==> src/rtl/bus_select_encoder.sv <==
// Registered bus source-select encoder with conflict detection and select lock.
// Optional round-robin arbitration when BUS_SEL_RR_EN is defined.
module bus_select_encoder #(
    parameter int N_SRC = 24,
    parameter int SEL_W = $clog2(N_SRC),
    parameter int CNT_W = 8
) (
    input  logic             clk,
    input  logic             clr,
    input  logic [N_SRC-1:0] src_out,
    input  logic             sel_lock,
    output logic [SEL_W-1:0] sel,
    output logic             sel_valid,
    output logic             conflict,
    output logic [CNT_W-1:0] conflict_cnt
);

    logic             any_req;
    logic             multi_req;
    logic [SEL_W-1:0] grant;

    assign any_req   = |src_out;
    // Clearing the lowest set bit leaves something only if two or more were set.
    assign multi_req = |(src_out & (src_out - N_SRC'(1)));

`ifdef BUS_SEL_RR_EN
    logic [SEL_W-1:0] rr_ptr;
    logic [SEL_W-1:0] rr_next;
    logic             found;

    always_comb begin
        grant = '0;
        found = 1'b0;
        for (int i = 0; i < N_SRC; i++) begin
            int j;
            j = int'(rr_ptr) + i;
            if (j >= N_SRC) j = j - N_SRC;
            if (!found && src_out[j]) begin
                grant = SEL_W'(j);
                found = 1'b1;
            end
        end
    end

    assign rr_next = (grant == SEL_W'(N_SRC - 1)) ? '0 : grant + SEL_W'(1);

    always_ff @(posedge clk) begin
        if (clr) begin
            rr_ptr <= '0;
        end else if (any_req && !sel_lock) begin
            rr_ptr <= rr_next;
        end
    end
`else
    always_comb begin
        grant = '0;
        for (int i = N_SRC - 1; i >= 0; i--) begin
            if (src_out[i]) grant = SEL_W'(i);
        end
    end
`endif

    always_ff @(posedge clk) begin
        if (clr) begin
            sel          <= '0;
            sel_valid    <= 1'b0;
            conflict     <= 1'b0;
            conflict_cnt <= '0;
        end else begin
            if (!sel_lock) begin
                sel_valid <= any_req;
                if (any_req) sel <= grant;
            end
            conflict <= multi_req;
            if (multi_req && conflict_cnt != '1) begin
                conflict_cnt <= conflict_cnt + CNT_W'(1);
            end
        end
    end

endmodule

==> config.mk <==
export PLATFORM = sky130hd
export DESIGN_NAME = bus_select_encoder
export DESIGN_NICKNAME = d
export VERILOG_FILES = /design/src/rtl/bus_select_encoder.sv
export SDC_FILE = /design/constraint.sdc
export NUM_CORES = 1
export LEC_CHECK = 0
export CORE_UTILIZATION = 40
export DETAILED_ROUTE_END_ITERATION = 12
export GPL_TIMING_DRIVEN = 0
export PLACE_DENSITY = 0.72
export SLEW_MARGIN = 5
export SYNTH_ARGS = -nofsm -noshare
export SYNTH_HDL_FRONTEND = slang
export SYNTH_SLANG_ARGS = --single-unit
export TNS_END_PERCENT = 10
==> constraint.sdc <==
create_clock -name clk -period 7.1 [get_ports clk]
set_input_delay 1.065 -clock clk [delete_from_list [all_inputs] [get_ports clk]]
set_output_delay 1.065 -clock clk [all_outputs]
set_load 0.02 [all_outputs]
# Yosys cells after proc, flatten, opt, wreduce, memory -nomap -nowiden
# Cells that the tools add are included.
# op_classes
n_addsub	2
eq_ne	1
n_mux	24
bitwise_logic	2
n_reduce_logical	4
# op_table
op	count
two-way mux 5 bit	24
OR reduction 24 bit	2
bitwise AND 24 bit	1
subtractor 24 x 1 -> 24 bit (second input constant)	1
adder 8 x 1 -> 8 bit (second input constant)	1
!= test 8 bit (second input constant)	1
AND reduction 2 bit	1
logical AND 1 bit	1
NOT 1 bit	1
# totals
ff_bits	15
in_bits	27
output_inout_bits	15
wordCells	37

# Depth between registers and ports, before layout
# Gate-level depths: netlist of run 1.
# logic_depth
depth_word	24
ltp_mapped	9
mapped_depth_nobuf	7

# Worst setup path after synthesis of run 1
# No wires, ideal clock.
# synth_path
path_type	input port to flip-flop
startpoint	in src_out[11]
endpoint	reg conflict_cnt[0]
setup_ns	0.123
arrival_time_ns	3.119
required_time_ns	6.977
setup_slack_ns	3.858
path_stages	8
path_buffers	1
path_cell_list	buf_2 nor4_4 nand4_2 or4_1 a31o_1 nor3_4 nor2b_1 mux2_1
# synth_via
elab_chain_len	4
# synth_lines
item	line_no	text
start, declared	10	input logic [N_SRC-1:0] src_out,
subtractor 24 x 1 -> 24 bit	24	assign multi_req = |(src_out & (src_out - N_SRC'(1)));
bitwise AND 24 bit *	24	
OR reduction 24 bit *	24	
logical AND 1 bit *	75	if (multi_req && conflict_cnt != '1) begin
end signal, assigned	76	conflict_cnt <= conflict_cnt + CNT_W'(1);
end, declared	15	output logic [CNT_W-1:0] conflict_cnt
# Mark *: on every way between the ends. The rest lies on a longest branch, timed or not.
# A chain may end at the register's enable or synchronous reset.

# Worst setup path after layout of run 1
# layout_path
startpoint	in src_out[3]
endpoint	reg conflict_cnt[5]
# The elaborated chain is that of the path after synthesis.

==> results of run 1 <==
## critical path, stage by stage
cell and delay, ns:
clkdlybuf4s50_1 0.53, nor4_4 0.58, nand4_2 0.25, or4_1 0.52
a31o_1 0.25, nor3_4 0.25, buf_6 0.17, mux2i_1 0.18
nor3_1 0.07
## worst paths after layout
check,endpoint,cells past startpoint
worst max register to register,conflict_cnt[0],6
worst min-delay path,sel_valid,2
worst max-delay path,conflict_cnt[5],9
worst min register to register,sel_valid,2
## Yosys cell counts, types with 3 or more instances
master    instances
nand4_1           3
nand2_1           9
nor2b_1           4
nor4_4            3
nor3_1            4
or2_2             3
nand2b_1          4
and3_1            4
o21ai_0           9
o21bai_1          3
or3_1             4
inv_1             8
a211oi_1          3
nand3_1           6
dfxtp_1          15
a21oi_1          13
mux2i_1           3
nor2_1           22
or4_1             4
nor4_1            3
## final cells by class
| cell class | instances | area (µm²) |
|---|---|---|
| tap | 31 | 38.79 |
| timing repair buffer | 39 | 390.4 |
| fill | 271 | 1150 |
| multi-input combinational | 131 | 845.8 |
| inverter | 8 | 30.03 |
| sequential | 15 | 300.3 |
| clock buffer | 4 | 26.28 |
| buffer | 4 | 23.77 |
## cell families (layout without fill, tap and decap cells)
logic type	after synthesis	in the layout	share of synthesized area
adder cells (fa/ha/maj)	2	2	0.01877
AO/OA/AOI/OAI	47	47	0.2607
buffers and inverters	12	55	0.04484
multiplexers	4	4	0.03441
AND/OR/NAND/NOR	78	78	0.3910
flip-flops	15	15	0.2503
## power groups by stage
stage / clock, mW / combinational, mW / sequential (mW)
finish: 0.0483 / 0.0548 / 0.0892
detailed placement: 0 / 0.0543 / 0.0912
floorplan: 0 / 0.0190 / 0.0947
global route: 0.0551 / 0.0598 / 0.0899
CTS: 0.0513 / 0.0545 / 0.0893
global placement: 0 / 0.0529 / 0.0911
## routing by layer
layer / wire (µm) / vias to the layer above / global-route usage
met2: 1395 / 47 / 0.3163
li1: - / 694 / -
met5: 0 / - / 0
met4: 45 / 0 / 0.06969
met1: 1417 / 633 / 0.2595
met3: 177 / 7 / 0.05530
## state kept, by name, summed over array words and instances (netlist names)
register,flops
sel_valid,1
conflict_cnt,8
sel,5
conflict,1
==> impl_metrics.yaml, run 1 <==
final_layout:
  final_area_mm2: 0.001655
  final_cell_mix: "39 x clkdlybuf4s50_1, 22 x nor2_1, 15 x dfxtp_1"
  n_antenna_cell: 0
  layout_commonest_cell: "clkdlybuf4s50_1"
  syn_to_final_growth_pct: 37.96
  final_net_count: 230
  fin_util: 0.5901
  drive_above_1_share: 0.06468
  stdcell_count: 232
clock_tree:
  cts_hold_buf: 0
  clock-sinks: 15
  clock-root-buffer: "clkbuf_4"
  numCtsBuffers: 3
  clk_pin_slew_ns: 0.08
  h-tree-depth: 1
  cts_resized: 0
  cts_buffer_depth: 2
  cts_tree: "built"
  postCtsSetupRepairBufs: 0
  insertion_delay_ns: 0.28
critical_path:
  end_kind: "register"
  timing.rr.start: "conflict_cnt[0]"
  arrival_ns: 3.87
  crit_start: "src_out[3]"
  regToRegSetupSlack_ns: 5.20
  criticalPathCategory: "input pin to register"
  crit_required_ns: 7.26
  path_max_fanout: 10
  startpoint_type: "input pin"
synthesis:
  synth.area.top_cells: "dfxtp_1 25%, nor2_1 6.9%, a21oi_1 5.4%, nor4_4 5.3%, o21ai_0 3.8%"
  yosys_most_used_dff: "dfxtp_1"
  ys_types: 45
  synth_area_mm2: 0.001200
  synth_top_area_cell: "dfxtp_1"
  synth-seq-area-share: 0.2503
  synthArstFlopShare: 0
  yosys_warnings: 0
  synth_top_area_frac: 0.2503
  avgSynthCellArea_um2: 7.594
  ys_seq_elements: 15
  syn_nets: 186
  synth_edf_count: 0
  syn_inst: 158
placed_design:
  port_buffers: 39
  gp_congestion: 0.7892
  post-place-ws_ns: 3.119
  placed_area_mm2: 0.001629
  dp_hpwl_um: 2356
  dp_cells: 228
detailed_routing:
  first_iter_violations: 70
  wirelength_um: 3035
  antenna_left: 0
  routedWlPerCell_um: 13.08
  vias: 1381
  drc_errors: 4
  viasPerCell: 5.953
  dr.pass1.iters: 8
sta:
  worst_slew_pin_slew_ns: 0.5576
  final-hold-violation-count: 0
  rsz0062_at_grt: "false"
  holdWs_ns: 0.4672
  setup_tns_ns: 0
  post-route-period-util: 0.5221
  slew_violations: 0
  setup_viol: 0
  setup_slack_ns: 3.393
  clock_skew_ns: 0.003386
  fmax_mhz: 269.8
  max_slew_margin: 0.6248
  min_period_ns: 3.707
die:
  initial_core_util: 0.4277
  placeableCoreArea_mm2: 0.002805
  die_area_mm2: 0.003223
  die_h_um: 56.77
  rows: 19
  design.portCount: 42
  die_w_um: 56.77
power_and_ir_drop:
  pwr-share-comb: 0.285
  sequentialPowerShare: 0.464
  leakage_nw: 0.5761
  p_sw_frac: 0.2946
  pwr-share-clk: 0.251
  powerDensity_mw_per_mm2: 116.2
  power.switching_mw: 0.05666
  p_int_mw: 0.1356
  peakVddDrop_mv: 0.08344
  totalPowerFinal_mw: 0.1923
grt:
  grt_pass1_vias: 1150
  grt_max_degree: 11
  overflow: 0
  antenna_found_initial: 0
  grt_pass1_wl_um: 5043
  track_usage: 0.1997
min_path:
  holdCritPathClass: "register to register"
  min_from: "sel_valid"
run_status:
  outcome: "finished with violations"
  violations: "design-rule violations"
job:
  cap_violations: 0
Note: power is estimated with default switching activity, not from simulation.
==> run 2, diff against run 1 <==
- PLACE_DENSITY: 0.72 -> 0.75
- clock period: 7.1 -> 3.19 ns (I/O delays scaled with it)
==> impl_metrics.yaml, run 2 (synthesis gave the netlist of run 1 again) <==
clock_tree:
  h-tree-depth: 1
  clk_pin_slew_ns: 0.08
  clock-root-buffer: "clkbuf_4"
  cts_tree: "built"
  cts_hold_buf: 0
  cts_buffer_depth: 2
  numCtsBuffers: 3
  clock-sinks: 15
  insertion_delay_ns: 0.29
grt:
  grt_pass1_wl_um: 5023
  antenna_found_initial: 0
  grt_max_degree: 11
  grt_pass1_vias: 1153
  track_usage: 0.1939
  overflow: 0
final_layout:
  layout_commonest_cell: "clkdlybuf4s50_1"
  largest_reg_flops: 8
  syn_to_final_growth_pct: 42.23
  n_antenna_cell: 0
  fillers: 272
  top_register: "conflict_cnt"
  final_cell_mix: "39 x clkdlybuf4s50_1, 22 x nor2_1, 15 x dfxtp_1"
  fin_util: 0.6084
  drive_above_1_share: 0.09662
  top_regs: "conflict_cnt: 8 flops, sel: 5 flops"
  final_net_count: 236
critical_path:
  crit_cells: 9
  cp_slowest_cell: "clkdlybuf4s50_1"
  arrival_ns: 3.17
  cp_num_buf_inv: 2
  reg2regPathDepth: 6
  crit_required_ns: 3.35
  startpoint_type: "input pin"
  path_cells: "clkdlybuf4s50_1 > nor4_4 > nand4_2 > or4_1 > a31o_1 > nor3_4 > buf_6 > mux2i_1 > nor3_1"
  slowest_delay_ns: 0.53
  regToRegSetupSlack_ns: 1.30
  crit_start: "src_out[0]"
  rr_endpoint: "conflict_cnt[0]"
  crit_end: "conflict_cnt[5]"
  cp_top_family: "simple AND/OR/NAND/NOR gates"
  criticalPathCategory: "input pin to register"
  end_kind: "register"
  path_max_fanout: 10
  timing.rr.start: "conflict_cnt[0]"
die:
  rows: 19
  initial_core_util: 0.4277
  placeableCoreArea_mm2: 0.002805
  die_area_mm2: 0.003223
  design.portCount: 42
  die_w_um: 56.77
  die_h_um: 56.77
job:
  cap_violations: 0
run_status:
  outcome: "finished with violations"
  violations: "design-rule violations"
sta:
  holdWs_ns: 0.4676
  max_slew_margin: 0.6680
  post-route-period-util: 0.9443
  min_period_ns: 3.012
  clock_skew_ns: 0.005634
  fmax_mhz: 332.0
  final-hold-violation-count: 0
  setup_tns_ns: 0
  slew_violations: 0
  setup_slack_ns: 0.1777
  setup_viol: 0
  worst_slew_pin_slew_ns: 0.4935
power_and_ir_drop:
  totalPowerFinal_mw: 0.4332
  peakVddDrop_mv: 0.2098
  powerDensity_mw_per_mm2: 253.8
  leakage_nw: 0.6089
detailed_routing:
  antenna_left: 0
  first_iter_violations: 94
  viasPerCell: 5.714
  routedWlPerCell_um: 13.00
  vias: 1360
  dr.pass1.iters: 8
  wirelength_um: 3095
  drc_errors: 4
placed_design:
  port_buffers: 39
  dp_hpwl_um: 2336
  gp_congestion: 0.8110
  post-place-ws_ns: -0.2409
min_path:
  holdCritPathClass: "register to register"
-- run 2: cell count changes in the layout (fill, tap and decap cells not counted) --
cell / change
buf_4: +6
nor4_1: -1
nor4_2: +1
-- run 2: through the flow --
stage	instances	area, µm²
after floorplan	158	1200
after global placement	228	1629
after detailed placement	228	1629
after CTS	232	1655
after global routing	238	1707
final	238	1707
-- run 2: tightest hold or removal path: stages (launching register included) --
cell	delay, ns
dfxtp_1	0.32
nand2_1	0.05
a21oi_1	0.05
-- run 2: final cells by class --
| class | count | area [µm²] | share of cell area |
|---|---|---|---|
| Tap cell | 31 | 38.79 | 0.02273 |
| Timing Repair Buffer | 45 | 435.4 | 0.2551 |
| Clock buffer | 4 | 26.28 | 0.01540 |
| Inverter | 8 | 30.03 | 0.01760 |
| Sequential cell | 15 | 300.3 | 0.1760 |
| Multi-Input combinational cell | 131 | 852.1 | 0.4993 |
| Buffer | 4 | 23.77 | 0.01393 |
-- run 2: worst min path at each step --
stage,startpoint,end,slack (ns),cells past startpoint
6_report,sel_valid,sel_valid,0.47,2
5_1_grt,sel_valid,sel_valid,0.50,2
4_1_cts,sel_valid,sel_valid,0.47,2
3_5_place_dp,sel_valid,sel_valid,0.46,2
3_3_place_gp,sel_valid,sel_valid,0.45,2
2_1_floorplan,sel_valid,sel_valid,0.53,2
-- run 2: power breakdown --
part	total [mW]	internal, mW	switching [mW]
clock	0.109	0.0487	0.0607
combinational	0.125	0.0617	0.0634
sequential	0.199	0.194	0.00484
total	0.433	0.304	0.129
-- run 2: routing by layer --
metal	up-vias	global-route usage	routed length, µm
met4	0	0.03136	15
met2	36	0.3146	1477
met1	610	0.2651	1443
met5	-	0	0
li1	711	-	-
met3	3	0.04608	158
-- run 2: timing repair --
item                       in CTS  in global routing
buffers inserted                0                  6
resized for setup               0                  1
setup endpoints to repair       0                  7
